$ cat src/rtl/sd_pkg.sv
// Shared types and defaults for the sequence-detector stream sequencer.
// The state encoding is shared by the controller and its bench.
package sd_pkg;

   typedef enum logic [2:0] {
      IDLE,
      CLEAR,
      SHIFT,
      GAP,
      DRAIN,
      REPORT
   } sd_state_e;

   localparam int WORD_W_DEF = 8;
   localparam int CNT_W_DEF  = 8;

   function automatic int imax(input int a, input int b);
      return (a > b) ? a : b;
   endfunction

endpackage

$ cat src/rtl/sd_sat_counter.sv
// Saturating up-counter with a synchronous clear and an increment enable.
// It holds at all-ones instead of wrapping.
module sd_sat_counter #(
   parameter int CNT_W = 8
) (
   input  logic             clk,
   input  logic             rst,
   input  logic             clr,
   input  logic             inc,
   output logic [CNT_W-1:0] cnt
);

   logic [CNT_W-1:0] cnt_reg;

   always_ff @(posedge clk or posedge rst) begin
      if (rst) begin
         cnt_reg <= '0;
      end else if (clr) begin
         cnt_reg <= '0;
      end else if (inc && (cnt_reg != {CNT_W{1'b1}})) begin
         cnt_reg <= cnt_reg + CNT_W'(1);
      end
   end

   assign cnt = cnt_reg;

endmodule

$ cat src/rtl/sd_stream_ctrl.sv
// Frames parallel words onto a serial sequence detector and reports per-frame hit counts.
// All outputs are registered from the next-state decode, so they change in step with the state.
module sd_stream_ctrl
   import sd_pkg::*;
#(
   parameter int WORD_W    = WORD_W_DEF,
   parameter int CNT_W     = CNT_W_DEF,
   parameter int CLR_CYC   = 1,
   parameter int DRAIN_CYC = 2
) (
   input  logic              clk,
   input  logic              rst,
   input  logic              in_valid,
   input  logic [WORD_W-1:0] in_data,
   input  logic              in_last,
   output logic              in_ready,
   output logic              sd_x,
   output logic              sd_clr,
   input  logic              sd_z,
   output logic              cnt_valid,
   output logic [CNT_W-1:0]  cnt_data,
   output logic              cnt_underrun,
   input  logic              cnt_ready,
   output logic              busy
);

   localparam int IDX_W = (WORD_W > 2) ? $clog2(WORD_W) : 1;
   localparam int TMR_W = imax(1, $clog2(imax(CLR_CYC, DRAIN_CYC)));
   localparam logic [IDX_W-1:0] IDX_LAST = IDX_W'(WORD_W - 1);

   sd_state_e         state_reg, state_next;
   logic [WORD_W-1:0] shreg_reg, shreg_next;
   logic [IDX_W-1:0]  idx_reg, idx_next;
   logic [TMR_W-1:0]  tmr_reg, tmr_next;
   logic              last_reg, last_next;
   logic              underrun_reg, underrun_next;
   logic              sd_x_reg, sd_x_next;
   logic              sd_clr_reg, sd_clr_next;
   logic              in_ready_reg, in_ready_next;
   logic              cnt_valid_reg, cnt_valid_next;
   logic              busy_reg, busy_next;

   logic accept;
   logic cnt_clr;
   logic cnt_inc;

   assign accept  = in_valid && in_ready_reg;
   assign cnt_clr = (state_reg == IDLE) && accept;
   assign cnt_inc = sd_z && ((state_reg == SHIFT) || (state_reg == GAP) || (state_reg == DRAIN));

   sd_sat_counter #(
      .CNT_W (CNT_W)
   ) u_hits (
      .clk (clk),
      .rst (rst),
      .clr (cnt_clr),
      .inc (cnt_inc),
      .cnt (cnt_data)
   );

   always_comb begin
      state_next    = state_reg;
      shreg_next    = shreg_reg;
      idx_next      = idx_reg;
      tmr_next      = tmr_reg;
      last_next     = last_reg;
      underrun_next = underrun_reg;
      sd_x_next     = 1'b0;

      unique case (state_reg)
         IDLE: begin
            if (accept) begin
               shreg_next    = in_data;
               last_next     = in_last;
               underrun_next = 1'b0;
               tmr_next      = '0;
               state_next    = CLEAR;
            end
         end
         CLEAR: begin
            if (tmr_reg == TMR_W'(CLR_CYC - 1)) begin
               sd_x_next  = shreg_reg[WORD_W-1];
               shreg_next = {shreg_reg[WORD_W-2:0], 1'b0};
               idx_next   = '0;
               state_next = SHIFT;
            end else begin
               tmr_next = tmr_reg + TMR_W'(1);
            end
         end
         SHIFT: begin
            if (idx_reg != IDX_LAST) begin
               sd_x_next  = shreg_reg[WORD_W-1];
               shreg_next = {shreg_reg[WORD_W-2:0], 1'b0};
               idx_next   = idx_reg + IDX_W'(1);
            end else if (accept) begin
               // Zero-gap chaining: the new word's MSB goes out on the very next cycle.
               sd_x_next  = in_data[WORD_W-1];
               shreg_next = {in_data[WORD_W-2:0], 1'b0};
               idx_next   = '0;
               last_next  = in_last;
            end else if (last_reg) begin
               tmr_next   = '0;
               state_next = DRAIN;
            end else begin
               underrun_next = 1'b1;
               state_next    = GAP;
            end
         end
         GAP: begin
            if (accept) begin
               sd_x_next  = in_data[WORD_W-1];
               shreg_next = {in_data[WORD_W-2:0], 1'b0};
               idx_next   = '0;
               last_next  = in_last;
               state_next = SHIFT;
            end
         end
         DRAIN: begin
            if (tmr_reg == TMR_W'(DRAIN_CYC - 1)) begin
               state_next = REPORT;
            end else begin
               tmr_next = tmr_reg + TMR_W'(1);
            end
         end
         REPORT: begin
            if (cnt_ready) begin
               state_next = IDLE;
            end
         end
         default: begin
            state_next = IDLE;
         end
      endcase

      // Ready opens on the final bit of a non-last word so the next word can follow seamlessly.
      in_ready_next  = (state_next == IDLE) || (state_next == GAP) ||
                       ((state_next == SHIFT) && (idx_next == IDX_LAST) && !last_next);
      sd_clr_next    = (state_next == CLEAR);
      cnt_valid_next = (state_next == REPORT);
      busy_next      = (state_next != IDLE);
   end

   always_ff @(posedge clk or posedge rst) begin
      if (rst) begin
         state_reg     <= IDLE;
         shreg_reg     <= '0;
         idx_reg       <= '0;
         tmr_reg       <= '0;
         last_reg      <= 1'b0;
         underrun_reg  <= 1'b0;
         sd_x_reg      <= 1'b0;
         sd_clr_reg    <= 1'b1;
         in_ready_reg  <= 1'b0;
         cnt_valid_reg <= 1'b0;
         busy_reg      <= 1'b0;
      end else begin
         state_reg     <= state_next;
         shreg_reg     <= shreg_next;
         idx_reg       <= idx_next;
         tmr_reg       <= tmr_next;
         last_reg      <= last_next;
         underrun_reg  <= underrun_next;
         sd_x_reg      <= sd_x_next;
         sd_clr_reg    <= sd_clr_next;
         in_ready_reg  <= in_ready_next;
         cnt_valid_reg <= cnt_valid_next;
         busy_reg      <= busy_next;
      end
   end

   assign in_ready     = in_ready_reg;
   assign sd_x         = sd_x_reg;
   assign sd_clr       = sd_clr_reg;
   assign cnt_valid    = cnt_valid_reg;
   assign cnt_underrun = underrun_reg;
   assign busy         = busy_reg;

endmodule

$ cat config.mk
export PLATFORM = sky130hd
export DESIGN_NAME = sd_stream_ctrl
export DESIGN_NICKNAME = d
export VERILOG_FILES = /design/src/rtl/sd_pkg.sv /design/src/rtl/sd_sat_counter.sv /design/src/rtl/sd_stream_ctrl.sv
export SDC_FILE = /design/constraint.sdc
export NUM_CORES = 1
export LEC_CHECK = 0
export ABC_CLOCK_PERIOD_IN_PS = 4400
export CAP_MARGIN = 40
export CORE_MARGIN = 5
export CORE_UTILIZATION = 50
export DETAILED_ROUTE_END_ITERATION = 7
export DONT_BUFFER_PORTS = 1
export GPL_TIMING_DRIVEN = 0
export HOLD_SLACK_MARGIN = 0.06
export PLACE_DENSITY = 0.71
export SETUP_SLACK_MARGIN = 0.2
export SYNTH_ARGS = -nofsm -noshare
export SYNTH_HDL_FRONTEND = slang
export SYNTH_HIERARCHICAL = 1
export SYNTH_SLANG_ARGS = --single-unit
$ cat constraint.sdc
create_clock -name clk -period 4.4 [get_ports clk]
set_input_delay 0.88 -clock clk [delete_from_list [all_inputs] [get_ports clk]]
set_output_delay 0.88 -clock clk [all_outputs]
set_load 0.01 [all_outputs]
==> impl_metrics.env, run 1 <==
export IMPL_setup_tns_final_ps=0
export IMPL_drt_iter0_markers=140
export IMPL_ys_warnings_count=6
export IMPL_cts_buffers=5
export IMPL_worst_slew_pin_transition_ps=567
export IMPL_diodes=0
export IMPL_seq_area_sq_um=752
export IMPL_post_cts_setup_buffers=0
export IMPL_synth_xor_area_share_pct=0
export IMPL_first_pass_iters=6
export IMPL_htreeDepth=2
export IMPL_p_leak_nw=0.820
export IMPL_crit_path_end_kind="flip-flop"
export IMPL_clkLatencyLatePin_ps=340
export IMPL_path_clk_slew_ps=100
export IMPL_die_h_um=69.8
export IMPL_internal_power_mw=0.847
export IMPL_grt_pass1_vias=1488
export IMPL_finalHoldWorstSlack_ps=364
export IMPL_synth_top_cell_by_area="dfrtp_1"
export IMPL_grt_use_total_pct=17.4
export IMPL_crit_buf_inv=2
export IMPL_outcome="finished clean"
export IMPL_ctsLongestPathBuffers=2
export IMPL_muxShareOfSynthArea_pct=3.92
export IMPL_rsz0062_at_grt="false"
export IMPL_crit_arrival_ps=2550
export IMPL_cpPeakStageDelay_ps=380
export IMPL_synth_ff_type="dfrtp_1"
export IMPL_gp_congestion=0.873
export IMPL_synth_edf_count=0
export IMPL_vias=1436
export IMPL_finalSetupViolCount=0
export IMPL_fin_crit_ps=2320
export IMPL_antenna_found_initial=0
export IMPL_n_fill_cell=288
export IMPL_worst_clock_skew_ps=11.7
export IMPL_vias_per_cell=6.30
export IMPL_drc=0
export IMPL_drtAntennaViolNets=0
export IMPL_met1_usage_pct=21.7
export IMPL_peakVddDrop_mv=0.318
export IMPL_synth_area_leaders="dfrtp_1, a32o_1, nand2b_1"
export IMPL_fin_crit_sh_pct=52.6
export IMPL_rows=21
export IMPL_synthAdderAreaFrac_pct=2.10
export IMPL_layout_nets=198
export IMPL_p_switching_mw=0.649
export IMPL_portBuffers=0
export IMPL_max_cap_violations=0
export IMPL_area_delta_synth_final_pct=7.43
export IMPL_synth_top_family_by_area="compound AO/OA/AOI/OAI gates"
export IMPL_grt_overflow_total=0
export IMPL_yosys_area_share_simple_pct=19.3
export IMPL_cts_resized=0
export IMPL_totalWireLength_mm=4.01
export IMPL_p_sw_share_pct=43.4
export IMPL_holdBufCountCts=0
export IMPL_p_clk_share_pct=11.7
export IMPL_syn_nets=190
export IMPL_path_cells="buf_4 > clkbuf_1 > nor2_1 > a21oi_1 > nor2b_1 > nand4_1 > a211oi_2 > mux2_4"
export IMPL_path_class="flip-flop to flip-flop"
export IMPL_setup_worst_path_start_class="flip-flop"
export IMPL_cp_max_fo=10
export IMPL_dieArea_sq_mm=0.00487
export IMPL_crit_family="simple AND/OR/NAND/NOR gates"
export IMPL_core_area_sq_mm=0.00339
export IMPL_wl_per_cell_um=17.6
export IMPL_yosysTopAreaCellShare_pct=40.6
export IMPL_globalRoute_busiestLayer="met2"
export IMPL_synth_cell_types=52
export IMPL_worst_ep_required_time_ps=4640
export IMPL_slew_viol_final=0
export IMPL_synthArstFlopShare_pct=100
export IMPL_slowest_stage="dfrtp_1"
export IMPL_synth_compound_area_share_pct=27.9
export IMPL_relSlewSlack_pct=62.0
export IMPL_yosysSeqAreaShare_pct=42.1
export IMPL_hpwl_mm=2.96
export IMPL_comb_power_share_pct=54.1
export IMPL_use_met2_pct=27.3
export IMPL_cts_root_buf="clkbuf_4"
export IMPL_ys_ff_latch=30
export IMPL_start_util_pct=52.7
export IMPL_met3_usage_pct=4.93
export IMPL_cts_tree="built"
export IMPL_die_w_um=69.8
export IMPL_synth_cells=173
export IMPL_hold_path_class="primary input to async pin"
export IMPL_grt_start_max_net_pins=16
export IMPL_multiInputGateArea_sq_um=951
export IMPL_synth_area_sq_mm=0.00179
export IMPL_drive_above_1_share_pct=18.1
export IMPL_seqPwrFrac_pct=34.2
export IMPL_io_pins=28
export IMPL_grt_first_pass_wirelength_mm=6.87
export IMPL_power_density_mw_per_mm2=780
export IMPL_synth_area_per_cell_sq_um=10.3
export IMPL_cts_sinks=30
export IMPL_timing_fmax_mhz=432
export IMPL_finalHoldViolCount=0
[worst reg2reg max path: cells and delay by family (launching register included)]
kind                   cells  cell delay (ps)
AO/OA/AOI/OAI              2              410
multiplexers               1              330
flip-flops                 1              380
AND/OR/NAND/NOR            3              730
buffers and inverters      2              370
[cell usage in the layout (no fill, tap or decap), types with 2 or more instances in the layout]
cell,synthesis,final
mux2_4,4,4
a221o_1,7,7
and3_1,2,2
a21oi_2,3,3
a211oi_1,2,2
buf_4,2,2
clkbuf_1,2,3
ha_1,3,3
dfrtp_1,29,29
nand2_1,8,8
a211oi_2,2,2
o21ai_1,6,6
nor2b_1,8,8
clkbuf_4,0,5
nor2_1,9,9
a21oi_1,8,8
nand4b_1,2,2
o32ai_1,2,2
or2_1,2,2
o21ai_0,3,3
nand2b_1,13,13
inv_1,8,8
a32o_1,10,10
nand4_1,2,2
nor4_1,3,3
nand3_1,2,2
buf_2,3,3
a21o_1,3,3
[cell type report]
class,count,area share (%)
plain buffers,8,2.54
clock buffers,7,2.87
clock inverters,1,0.261
inverters,9,1.76
multi-input cells,126,49.6
flip-flops and latches,30,39.2
well taps,46,3.00
repair buffers,1,0.783
[metal layers]
layer | routed length [um] | part of all wire, % | vias to the layer above
met5 | 0 | 0 | -
met4 | 66 | 1.6 | 0
met3 | 291 | 7.3 | 7
met2 | 1970 | 49 | 54
met1 | 1680 | 42 | 697
li1 | - | - | 678
[cells by family (layout without fill, tap and decap cells)]
group,count (synthesis),in the layout
compound gates,59,59
flops,30,30
simple gates,59,59
fa+ha+maj,3,3
mux,5,5
buf+inv,17,26
[worst paths after layout]
check                      slack [ps]            end  depth (start not counted)          from
setup / recovery                 2080  u_hits/cnt[5]                          8  state_reg[1]
hold / removal                    360  u_hits/cnt[5]                          1           rst
setup reg to reg                 2080  u_hits/cnt[5]                          8  state_reg[1]
hold reg to reg                   510   shreg_reg[3]                          1  shreg_reg[3]
max in group asynchronous        3530         sd_clr                          2           rst
min in group clk                  510   shreg_reg[3]                          1  shreg_reg[3]
[metrics by stage]
step | area, sq um | setup WS, ps | power, mW | cells | utilization, %
4_1_cts | 1920 | 2100 | 1.50 | 228 | 56.6
6_report | 1920 | 2080 | 1.50 | 228 | 56.6
5_1_grt | 1920 | 1900 | 1.62 | 228 | 56.6
3_5_place_dp | 1860 | 2110 | 1.32 | 220 | 54.8
2_1_floorplan | 1790 | 2390 | 1.15 | 173 | -
3_3_place_gp | 1840 | 2150 | 1.28 | 219 | 54.4
[power by group through the flow]
stage | clock, mW | sequential (mW) | combinational (mW)
floorplan | 0 | 0.489 | 0.662
global placement | 0 | 0.511 | 0.768
detailed placement | 0 | 0.517 | 0.807
CTS | 0.180 | 0.513 | 0.809
global route | 0.189 | 0.526 | 0.903
finish | 0.175 | 0.512 | 0.809
[synth_stat cells (2+ instances only)]
cell	n
a211oi_1	2
a211oi_2	2
a21o_1	3
a21oi_1	8
a21oi_2	3
a221o_1	7
a32o_1	10
and3_1	2
buf_2	3
buf_4	2
clkbuf_1	2
dfrtp_1	29
ha_1	3
inv_1	8
mux2_4	4
nand2_1	8
nand2b_1	13
nand3_1	2
nand4_1	2
nand4b_1	2
nor2_1	9
nor2b_1	8
nor4_1	3
o21ai_0	3
o21ai_1	6
o32ai_1	2
or2_1	2
No activity file was read; power rests on OpenSTA's default activity.
==> inputs of run 2 (changes only) <==
--- a/config.mk
+++ b/config.mk
@@ -5,7 +5,7 @@
 export SDC_FILE = /design/constraint.sdc
 export NUM_CORES = 1
 export LEC_CHECK = 0
-export ABC_CLOCK_PERIOD_IN_PS = 4400
+export ABC_CLOCK_PERIOD_IN_PS = 1900
 export CAP_MARGIN = 40
 export CORE_MARGIN = 5
 export CORE_UTILIZATION = 50
@@ -13,7 +13,7 @@
 export DONT_BUFFER_PORTS = 1
 export GPL_TIMING_DRIVEN = 0
 export HOLD_SLACK_MARGIN = 0.06
-export PLACE_DENSITY = 0.71
+export PLACE_DENSITY = 0.74
 export SETUP_SLACK_MARGIN = 0.2
 export SYNTH_ARGS = -nofsm -noshare
 export SYNTH_HDL_FRONTEND = slang
==> constraint.sdc (replaced) <==
create_clock -name clk -period 1.9 [get_ports clk]
set_input_delay 0.38 -clock clk [delete_from_list [all_inputs] [get_ports clk]]
set_output_delay 0.38 -clock clk [all_outputs]
set_load 0.01 [all_outputs]
==> run 2 against run 1 <==
Net effect: core utilization up 6.9 points; sequential cell count did not move; final area rose by 12%; setup slack lost 2100 ps; global-route usage up 1.0 points; clock skew decreased by 5.3 ps; fmax grew 24%; via count increased by 8.8%; clock-buffer cell count unchanged; worst hold slack lost 270 ps; sequential power rose by 130%; critical path type unchanged; critical endpoint unchanged.
==> impl_metrics.env, run 2 (synthesis gave the netlist of run 1 again) <==
export IMPL_outcome="finished clean"
export IMPL_dieArea_sq_mm=0.00487
export IMPL_hpwl_mm=2.97
export IMPL_path_class="flip-flop to flip-flop"
export IMPL_rows=21
export IMPL_met1_usage_pct=22.4
export IMPL_cts_tree="built"
export IMPL_cts_sinks=30
export IMPL_grt_use_total_pct=18.4
export IMPL_crit_buf_inv=2
export IMPL_r2r_end="u_hits/cnt[5]"
export IMPL_max_cap_violations=0
export IMPL_dp_cells=219
export IMPL_rsz0062_at_grt="true"
export IMPL_core_area_sq_mm=0.00339
export IMPL_vias=1562
export IMPL_io_pins=28
export IMPL_timing_fmax_mhz=536
export IMPL_slowest_stage="dfrtp_1"
export IMPL_setup_tns_final_ps=0
export IMPL_final_common_cell="dfrtp_1"
export IMPL_vias_per_cell=6.48
export IMPL_finalNonFillerCells=241
export IMPL_place_ws_ps=-122
export IMPL_totalWireLength_mm=4.48
export IMPL_power_density_mw_per_mm2=1830
export IMPL_die_w_um=69.8
export IMPL_crit_arrival_ps=2090
export IMPL_postPlaceCellArea_sq_mm=0.00190
export IMPL_area_delta_synth_final_pct=20.5
export IMPL_drt_iter0_markers=114
export IMPL_path_cells="buf_6 > clkbuf_16 > nor2_4 > a21oi_2 > nor2b_2 > nand4_1 > a211oi_2 > mux2_4"
export IMPL_cpPeakStageDelay_ps=380
export IMPL_htreeDepth=2
export IMPL_ctsLongestPathBuffers=2
export IMPL_worst_clock_skew_ps=6.41
export IMPL_diodes=0
export IMPL_use_met2_pct=30.8
export IMPL_finalSetupViolCount=0
export IMPL_drc=0
export IMPL_grt_first_pass_wirelength_mm=7.38
export IMPL_slew_viol_final=0
export IMPL_portBuffers=0
export IMPL_r2r_slack_ps=30
export IMPL_start_util_pct=52.7
export IMPL_worstRegToRegCells=8
export IMPL_cp_max_fo=10
export IMPL_antenna_found_initial=0
export IMPL_layout_nets=211
export IMPL_layout_common_cells="dfrtp_1, nand2b_1, buf_4"
export IMPL_worst_ep_required_time_ps=2120
export IMPL_relSlewSlack_pct=43.3
export IMPL_cts_root_buf="clkbuf_4"
export IMPL_hold_path_class="primary input to async pin"
export IMPL_die_h_um=69.8
export IMPL_p_leak_nw=0.925
export IMPL_drtAntennaViolNets=0
export IMPL_worst_slew_pin_transition_ps=850
export IMPL_total_power_mw=3.95
export IMPL_grt_overflow_total=0
export IMPL_clkLatencyLatePin_ps=330
export IMPL_layout_setup_ws_ps=33.8
export IMPL_grt_pass1_vias=1507
export IMPL_globalRoute_busiestLayer="met2"
export IMPL_path_clk_slew_ps=100
export IMPL_multiInputGateArea_sq_mm=0.00105
export IMPL_gp_congestion=0.894
export IMPL_timing_rr_start="state_reg[1]"
export IMPL_final_area_sq_mm=0.00215
export IMPL_cts_buffers=5
export IMPL_finalHoldViolCount=0
export IMPL_fin_crit_ps=1870
export IMPL_crit_path_end_kind="flip-flop"
export IMPL_setup_worst_path_start_class="flip-flop"
export IMPL_n_fill_cell=249
export IMPL_drive_above_1_share_pct=30.3
export IMPL_grt_start_max_net_pins=23
export IMPL_seq_area_sq_um=753
export IMPL_peakVddDrop_mv=0.910
export IMPL_met3_usage_pct=6.52
export IMPL_final_core_util_pct=63.5
export IMPL_finalHoldWorstSlack_ps=98.6
export IMPL_fin_crit_sh_pct=98.2
export IMPL_first_pass_iters=4
export IMPL_crit_family="simple AND/OR/NAND/NOR gates"
export IMPL_wl_per_cell_um=18.6
[run 2: timing repair]
item	in CTS	in global routing
pin swaps	8	6
buffers inserted	8	4
cloned	1	0
hold buffers	1	0
resized for setup	11	8
endpoints found under the hold margin	8	0
endpoints found under the setup margin	18	19
[run 2: per-layer routing]
metal / routed length (um) / vias to the layer above
met2: 2260 / 58
li1: - / 703
met3: 329 / 8
met4: 68 / 0
met1: 1820 / 793
met5: 0 / -
[run 2: final cells by class]
class	count	share of cell area [%]
inverter	9	1.57
sequential	30	35.0
multi-input combinational	126	48.7
buffer	8	4.19
clock inverter	1	0.233
tap	46	2.68
timing repair buffer	14	5.06
clock buffer	7	2.56
[run 2: how the worst max path moves through the flow]
stage | from | end | cells after the start
final | state_reg[1] | u_hits/cnt[5] | 8
after global placement | state_reg[2] | u_hits/cnt[5] | 6
after CTS | idx_reg[0] | shreg_reg[7] | 6
after detailed placement | state_reg[2] | u_hits/cnt[5] | 6
after global routing | idx_reg[0] | shreg_reg[6] | 6
after floorplan | state_reg[0] | u_hits/cnt[5] | 8
[run 2: worst register-to-register path: stages, from the launching register on]
cell	delay (ps)
dfrtp_1	380
buf_6	140
clkbuf_16	170
nor2_4	100
a21oi_2	70
nor2b_2	140
nand4_1	190
a211oi_2	250
mux2_4	320
[run 2: report_power, final]
group	internal [mW]	switching [mW]	total, mW
clock	0.179	0.223	0.403
sequential	0.912	0.289	1.20
combinational	1.17	1.18	2.34
==> inputs of run 3 (changes only) <==
--- a/config.mk
+++ b/config.mk
@@ -14,6 +14,7 @@
 export GPL_TIMING_DRIVEN = 0
 export HOLD_SLACK_MARGIN = 0.06
 export PLACE_DENSITY = 0.74
+export REMOVE_ABC_BUFFERS = 1
 export SETUP_SLACK_MARGIN = 0.2
 export SYNTH_ARGS = -nofsm -noshare
 export SYNTH_HDL_FRONTEND = slang
==> run 3 against run 2 <==
Net effect: combinational power decreased by 9.8%; clock-buffer cell count decreased by 1; final area is 4.9% lower; critical path depth decreased by 2; non-clock buffer count shrank 6; sequential cell count unchanged; clock skew decreased by 0.65 ps; setup slack better by 9.6 ps; sequential share of layout area grew 2.0 points; sequential power is essentially flat.
==> impl_metrics.env, run 3 (synthesis gave the netlist of run 1 again) <==
export IMPL_grt_overflow_total=0
export IMPL_path_clk_slew_ps=90
export IMPL_hpwl_mm=2.72
export IMPL_cts_buffers=5
export IMPL_rsz0062_at_grt="true"
export IMPL_timing_fmax_mhz=539
export IMPL_finalSetupViolCount=0
export IMPL_first_pass_iters=4
export IMPL_path_cells="buf_4 > buf_4 > or3b_4 > a21oi_4 > a221o_1 > a32o_1"
export IMPL_slew_viol_final=0
export IMPL_start_util_pct=52.7
export IMPL_outcome="finished clean"
export IMPL_die_w_um=69.8
export IMPL_cp_common_cell="buf_4"
export IMPL_ctsLongestPathBuffers=2
export IMPL_worst_clock_skew_ps=5.76
export IMPL_diodes=0
export IMPL_vias=1477
export IMPL_die_h_um=69.8
export IMPL_drc=0
export IMPL_cts_tree="built"
export IMPL_grt_first_pass_wirelength_mm=6.76
export IMPL_dieArea_sq_mm=0.00487
export IMPL_grt_use_total_pct=17.3
export IMPL_portBuffers=0
export IMPL_cp_max_fo=16
export IMPL_relSlewSlack_pct=45.4
export IMPL_rows=21
export IMPL_antenna_found_initial=0
export IMPL_grt_pass1_vias=1410
export IMPL_fin_crit_sh_pct=97.7
export IMPL_wl_per_cell_um=18.0
export IMPL_worst_slew_pin_transition_ps=818
export IMPL_cts_root_buf="clkbuf_4"
export IMPL_cpPeakStageDelay_ps=440
export IMPL_core_area_sq_mm=0.00339
export IMPL_grt_start_max_net_pins=23
export IMPL_totalWireLength_mm=4.20
export IMPL_max_cap_violations=0
export IMPL_n_fill_cell=265
export IMPL_total_power_mw=3.71
export IMPL_layout_nets=205
export IMPL_htreeDepth=2
export IMPL_final_area_sq_mm=0.00205
export IMPL_clkLatencyLatePin_ps=320
export IMPL_drive_above_1_share_pct=29.4
export IMPL_finalHoldViolCount=0
export IMPL_worstRegToRegCells=6
export IMPL_fin_crit_ps=1860
export IMPL_path_class="flip-flop to flip-flop"
export IMPL_drtAntennaViolNets=0
export IMPL_peakVddDrop_mv=0.789
export IMPL_gp_congestion=0.816
export IMPL_drt_iter0_markers=91
export IMPL_final_common_cell="dfrtp_1"
export IMPL_hold_path_class="primary input to async pin"
export IMPL_worst_ep_required_time_ps=2110
export IMPL_setup_worst_path_start_class="flip-flop"
export IMPL_postPlaceCellArea_sq_mm=0.00181
export IMPL_area_delta_synth_final_pct=14.6
export IMPL_layout_common_cells="dfrtp_1, nand2b_1, buf_4"
export IMPL_cts_sinks=30
export IMPL_slowest_stage="dfrtp_2"
export IMPL_power_density_mw_per_mm2=1810
export IMPL_p_leak_nw=0.865
export IMPL_crit_path_end_kind="flip-flop"
export IMPL_io_pins=28
export IMPL_crit_arrival_ps=2070
export IMPL_vias_per_cell=6.34
## run 3: metrics by stage
stage	std cells	setup slack, ps	utilization (%)	hold WS [ps]	setup TNS (ps)
final	233	43.4	60.4	93.0	0
after global routing	233	-17.8	60.4	164	-53.2
after CTS	231	3.79	59.3	124	0
after detailed placement	213	-496	53.3	230	-2570
after global placement	211	-534	52.9	229	-4300
after floorplan	165	-130	-	196	-590
## run 3: final timing paths
kind                              start       endpoint  slack [ps]
min in group clk             in_data[7]           sd_x         190
setup reg to reg           state_reg[1]   shreg_reg[6]          40
hold reg to reg            shreg_reg[7]   shreg_reg[7]         500
max in group asynchronous           rst  u_hits/cnt[0]        1210
setup / recovery           state_reg[1]   shreg_reg[6]          40
hold / removal                      rst   shreg_reg[0]          90
## run 3: per-layer routing
metal | global-route usage, % | wire (um)
met1 | 19.3 | 1710
met2 | 28.9 | 2050
met3 | 7.39 | 342
met4 | 7.45 | 98
met5 | 0 | 0
## run 3: area by class of cell
| class | instances | area, sq um | share of cell area, % |
|---|---|---|---|
| multi-input cells | 126 | 1030 | 50.2 |
| clock buffers | 6 | 51.3 | 2.51 |
| inverters | 9 | 33.8 | 1.65 |
| repair buffers | 16 | 118 | 5.75 |
| flip-flops and latches | 30 | 758 | 37.1 |
| well taps | 46 | 57.6 | 2.81 |
## run 3: where the power goes
part           switching, mW  internal [mW]
sequential             0.305          0.921
clock                  0.205          0.166
combinational           1.08           1.03
total                   1.59           2.12
## run 3: critical path, delay by kind of cell (launching register included)
kind	cells	cell delay, ps
AO/OA/AOI/OAI	3	690
buffers and inverters	2	330
flip-flops	1	440
AND/OR/NAND/NOR	1	280
## run 3: repair_timing
item,4_1_cts,5_1_grt
resized for setup,15,6
buffers inserted,11,2
setup endpoints to repair,22,18
hold buffers,1,0
hold endpoints to repair,8,0
pin swaps,9,7
